[src/rtl/ccff_bitstream_loader.sv]
// Host-side loader for the ccff configuration chain: serializes bytes MSB-first
// onto ccff_head, gates the chain clock, and returns tail bits as readback bytes.
module ccff_bitstream_loader #(
  parameter int CHAIN_LEN = 2,
  parameter int CNT_W     = 16
) (
  input  logic             prog_clk,
  input  logic             prog_reset_n,
  input  logic             start,
  input  logic [7:0]       cfg_data,
  input  logic             cfg_valid,
  output logic             cfg_ready,
  output logic             ccff_head,
  output logic             chain_clk_en,
  input  logic             ccff_tail,
  output logic [7:0]       rb_data,
  output logic             rb_valid,
  output logic             busy,
  output logic             done,
  output logic [CNT_W-1:0] bit_count
);

  typedef enum logic [1:0] {IDLE, FETCH, SHIFT, DONE} state_t;

  localparam logic [CNT_W-1:0] LEN = CNT_W'(CHAIN_LEN);

  state_t           state_q, state_d;
  logic [7:0]       sreg_q, sreg_d;
  logic [7:0]       rbs_q, rbs_d;
  logic [7:0]       rb_data_q, rb_data_d;
  logic [2:0]       rem_q, rem_d;
  logic [2:0]       rbn_q, rbn_d;
  logic             rdy_q, rdy_d;
  logic             head_q, head_d;
  logic             en_q, en_d;
  logic             rbv_q, rbv_d;
  logic             busy_q, busy_d;
  logic             done_q, done_d;
  logic [CNT_W-1:0] bit_count_q, bit_count_d;

  logic [CNT_W-1:0] left;
  logic [3:0]       nbits;
  logic [7:0]       rb_next;
  logic [3:0]       rb_fill;
  logic             rb_last;

  always_comb begin
    state_d     = state_q;
    sreg_d      = sreg_q;
    rbs_d       = rbs_q;
    rb_data_d   = rb_data_q;
    rem_d       = rem_q;
    rbn_d       = rbn_q;
    rdy_d       = rdy_q;
    head_d      = head_q;
    en_d        = en_q;
    rbv_d       = 1'b0;
    busy_d      = busy_q;
    done_d      = done_q;
    bit_count_d = bit_count_q;

    left    = LEN - bit_count_q;
    nbits   = (left > CNT_W'(8)) ? 4'd8 : left[3:0];
    rb_next = {rbs_q[6:0], ccff_tail};
    rb_fill = {1'b0, rbn_q} + 4'd1;
    rb_last = (bit_count_q == LEN);

    // bit_count already includes the bit in flight, so rb_last marks the final tail sample
    if (en_q) begin
      rbs_d = rb_next;
      rbn_d = rbn_q + 3'd1;
      if (rb_fill == 4'd8 || rb_last) begin
        rb_data_d = rb_next << (4'd8 - rb_fill);
        rbv_d     = 1'b1;
        rbn_d     = 3'd0;
      end
    end

    unique case (state_q)
      IDLE, DONE: begin
        if (start) begin
          state_d     = FETCH;
          rdy_d       = 1'b1;
          busy_d      = 1'b1;
          done_d      = 1'b0;
          bit_count_d = '0;
          rbn_d       = 3'd0;
          rbs_d       = 8'd0;
        end
      end
      FETCH: begin
        if (cfg_valid && rdy_q) begin
          state_d     = SHIFT;
          rdy_d       = 1'b0;
          en_d        = 1'b1;
          head_d      = cfg_data[7];
          sreg_d      = {cfg_data[6:0], 1'b0};
          bit_count_d = bit_count_q + CNT_W'(1);
          rem_d       = 3'(nbits - 4'd1);
        end
      end
      SHIFT: begin
        if (rem_q != 3'd0) begin
          head_d      = sreg_q[7];
          sreg_d      = {sreg_q[6:0], 1'b0};
          bit_count_d = bit_count_q + CNT_W'(1);
          rem_d       = rem_q - 3'd1;
        end else begin
          en_d = 1'b0;
          if (bit_count_q == LEN) begin
            state_d = DONE;
            busy_d  = 1'b0;
            done_d  = 1'b1;
          end else begin
            state_d = FETCH;
            rdy_d   = 1'b1;
          end
        end
      end
      default: ;
    endcase
  end

  always_ff @(posedge prog_clk or negedge prog_reset_n) begin
    if (!prog_reset_n) begin
      state_q     <= IDLE;
      sreg_q      <= 8'd0;
      rbs_q       <= 8'd0;
      rb_data_q   <= 8'd0;
      rem_q       <= 3'd0;
      rbn_q       <= 3'd0;
      rdy_q       <= 1'b0;
      head_q      <= 1'b0;
      en_q        <= 1'b0;
      rbv_q       <= 1'b0;
      busy_q      <= 1'b0;
      done_q      <= 1'b0;
      bit_count_q <= '0;
    end else begin
      state_q     <= state_d;
      sreg_q      <= sreg_d;
      rbs_q       <= rbs_d;
      rb_data_q   <= rb_data_d;
      rem_q       <= rem_d;
      rbn_q       <= rbn_d;
      rdy_q       <= rdy_d;
      head_q      <= head_d;
      en_q        <= en_d;
      rbv_q       <= rbv_d;
      busy_q      <= busy_d;
      done_q      <= done_d;
      bit_count_q <= bit_count_d;
    end
  end

  assign cfg_ready    = rdy_q;
  assign ccff_head    = head_q;
  assign chain_clk_en = en_q;
  assign rb_data      = rb_data_q;
  assign rb_valid     = rbv_q;
  assign busy         = busy_q;
  assign done         = done_q;
  assign bit_count    = bit_count_q;

endmodule

[config.mk]
export PLATFORM = sky130hd
export DESIGN_NAME = ccff_bitstream_loader
export DESIGN_NICKNAME = d
export VERILOG_FILES = /design/src/rtl/ccff_bitstream_loader.sv
export SDC_FILE = /design/constraint.sdc
export NUM_CORES = 1
export LEC_CHECK = 0
export CAP_MARGIN = 15
export CORE_MARGIN = 2
export CORE_UTILIZATION = 50
export DETAILED_ROUTE_END_ITERATION = 12
export PLACE_DENSITY = 0.77
export RECOVER_POWER = 50
export SLEW_MARGIN = 10
export SYNTH_ARGS = -nofsm -noshare
export SYNTH_HDL_FRONTEND = slang
export SYNTH_SLANG_ARGS = --single-unit
export TNS_END_PERCENT = 10
[constraint.sdc]
create_clock -name prog_clk -period 2.6 [get_ports prog_clk]
set_input_delay 0.52 -clock prog_clk [delete_from_list [all_inputs] [get_ports prog_clk]]
set_output_delay 0.52 -clock prog_clk [all_outputs]
set_load 0.005 [all_outputs]
==> results by group <==
Clock network
  – TritonCTS Sinks: 52
  – CTS Buf Count: 5
  – Worst skew pair latency: 0.31 ns
  – H-tree Lvls: 2
  – Clock slew at reported path FFs: 0.10 ns
  – Clk buf depth: 2
  – CTS tree: done
  – Root Buffer: clkbuf_8

Floorplan
  – Die Ht: 82.3 um
  – Cell Rows: 28
  – DIE AREA: 6770 sq um
  – # IOs: 43
  – Die W: 82.3 um
  – Core Region: 5920 sq um
  – Initial core utilization: 0.518

Logic synthesis
  – Mapped Area: 3070 sq um
  – Synthesized net count: 345
  – Top_reg_cell synth: dfrtp_1
  – Syn Area/Cell: 9.40 sq um
  – Synth async-reset ratio: 1.00
  – Post-synthesis instance total: 326
  – Syn. warnings: 0
  – #FFs+latches synth: 52
  – Number of flops mapped to enable cells by yosys: 0
  – Seq/Total Area, Yosys: 0.424
  – Synth cell types: 53

Timing
  – Fmax achieved: 360 MHz
  – Final Setup Violations: 1
  – RSZ-0062 raised after global routing: yes
  – Worst slew pin tran: 1.07 ns
  – Fin crit period: 2.78 ns
  – Setup TNS: -0.179 ns
  – Clk_skew: 0.00671 ns
  – Relative slew slack: 0.288
  – Final setup margin: -0.179 ns
  – Final Slew Violations: 0
  – Final Hold Fails: 0
  – Tcrit/Tclk final: 1.07

Placed design
  – Final HPWL DP: 4.88 mm
  – Placed Instances: 447
  – Worst slack, placed: -0.207 ns
  – Final GP Congestion: 0.841
  – IO Port Bufs: 42

Finish
  – Commonest non-fill, non-tap cell in the layout: dfrtp_1
  – Non-filler instance count after layout: 456
  – Diode count: 0
  – NumNets Final: 399
  – Share of cells above drive strength 1: 0.155
  – Final core utilization: 0.646
  – Most frequent cells in the layout: dfrtp_1, nor2_1, clkdlybuf4s50_1
  – Area grow syn2layout: 24.7%

GRT
  – Global routing usage on met2: 0.356
  – GRT busiest layer: met2
  – Initial antenna violation count: 0
  – Gr ovfl total: 0
  – Largest net degree at the start of global routing: 22
  – Met1 Use GR: 0.289
  – GRT Util Overall: 0.215
  – First-pass GRT wire length: 11.3 mm
  – Vias in the first global route: 2,446
  – GR Util met3: 0.0380

Power
  – Peak supply drop: 0.625 mV
  – Power density over cell area: 1070 nW/um^2
  – Static leakage: 0.00170 uW

Setup path
  – Required @ worst endpoint: 2.80 ns
  – Worst Path Class, Setup: flip-flop to flip-flop
  – CP Capture Type: flip-flop
  – Startpoint Class: flip-flop
  – Critical-path maximum fanout: 4
  – Data arrival time of the critical path: 2.98 ns

Route
  – WL/cell: 14.6 um
  – Via count: 2,505
  – DRT antenna net count: 0
  – Residual DRC: 0
  – Vias per cell: 5.49
  – 1st-iter DRT viols: 145
  – Pre-antenna DRT Iters: 4
  – DRT Wirelength: 6.68 mm

Run status
  – Failing checks: negative setup slack
  – Status: finished with violations

Worst hold path
  – Min-Delay Path Class: input pin to asynchronous set/reset pin

Flow run
  – Max-Cap Viols: 0
==> cell usage after synthesis (6+ instances only) <==
library cell | instances | share of area
ha_1 | 6 | 0.024
mux2i_1 | 17 | 0.056
o31ai_1 | 8 | 0.020
nor2_1 | 43 | 0.053
nand3_1 | 10 | 0.016
nor3_1 | 11 | 0.018
nor2b_1 | 7 | 0.014
inv_1 | 11 | 0.013
nand2_1 | 32 | 0.039
dfrtp_1 | 52 | 0.42
o21ai_0 | 14 | 0.023
xor2_1 | 13 | 0.037
clkbuf_1 | 12 | 0.015
a21oi_1 | 24 | 0.039
==> critical path: stages (launching register included) <==
cell	delay, ns
dfrtp_1	0.39
or4_4	0.55
or4_4	0.50
a32oi_2	0.27
a311oi_4	0.08
a32oi_1	0.27
ha_2	0.23
o21ai_2	0.07
a31o_2	0.23
o311ai_1	0.09
==> per-layer routing <==
metal  up-vias  part of all wire
met2        45              0.48
met4         0            0.0090
met5         -                 0
met3         5             0.035
met1      1201              0.47
li1       1254                 -
==> cell families after synthesis <==
logic type | count (synthesis) | synth area share
xor+xnor | 17 | 0.0486
fa+ha+maj | 6 | 0.0245
buf+inv | 33 | 0.0498
mux | 24 | 0.101
compound gates | 64 | 0.136
simple gates | 130 | 0.216
flops | 52 | 0.424
==> worst paths after layout <==
path | to | slack [ns] | startpoint | cells past startpoint
worst min-delay path | bit_count[12]$_DFFE_PN0P_ | 0.35 | prog_reset_n | 1
worst max-delay path | rem_q[2]$_DFFE_PN0P_ | -0.18 | bit_count[4]$_DFFE_PN0P_ | 9
max in group asynchronous | rb_data[5]$_DFFE_PN0P_ | 0.77 | prog_reset_n | 2
worst min register to register | rb_data[6]$_DFFE_PN0P_ | 0.49 | rb_data[6]$_DFFE_PN0P_ | 2
worst max register to register | rem_q[2]$_DFFE_PN0P_ | -0.18 | bit_count[4]$_DFFE_PN0P_ | 9
min in group prog_clk | rb_data[6]$_DFFE_PN0P_ | 0.49 | rb_data[6]$_DFFE_PN0P_ | 2
==> report_power, final <==
part,total [uW],switching (uW),internal (uW)
combinational,2210,1140,1070
clock,575,284,290
sequential,1290,225,1060
==> state kept, by name, indices dropped and copies added, names as in the netlist <==
name / cells
bit_count: 16
rbn_q: 3
state_q: 2
cfg_ready: 1
rb_valid: 1
busy: 1
rb_data: 8
rbs_q: 7
sreg_q: 7
done: 1
chain_clk_en: 1
ccff_head: 1
rem_q: 3
==> per-stage QoR <==
| stage | cell area, sq um | hold slack (ns) | power [uW] |
|---|---|---|---|
| finish | 3820 | 0.347 | 4070 |
| global route | 3820 | 0.443 | 4420 |
| CTS | 3790 | 0.152 | 4010 |
| detailed placement | 3660 | 0.474 | 3400 |
| global placement | 3660 | 0.469 | 3310 |
| floorplan | 3070 | 0.224 | 2730 |
==> cell type report <==
| type | instances | area, sq um |
|---|---|---|
| fill | 476 | 2100 |
| multi-input combinational | 241 | 1660 |
| clock inverter | 3 | 47.5 |
| tap | 75 | 93.8 |
| clock buffer | 5 | 68.8 |
| sequential | 52 | 1300 |
| inverter | 11 | 41.3 |
| timing repair buffer | 69 | 609 |
==> timing repair <==
| action | CTS | global route |
|---|---|---|
| setup buffers | 0 | 1 |
| gates resized for setup | 2 | 9 |
| hold buffers | 0 | 0 |
| pin swaps | 1 | 5 |
| setup endpoints to repair | 2 | 4 |
Note: power is estimated with default switching activity, not from simulation.
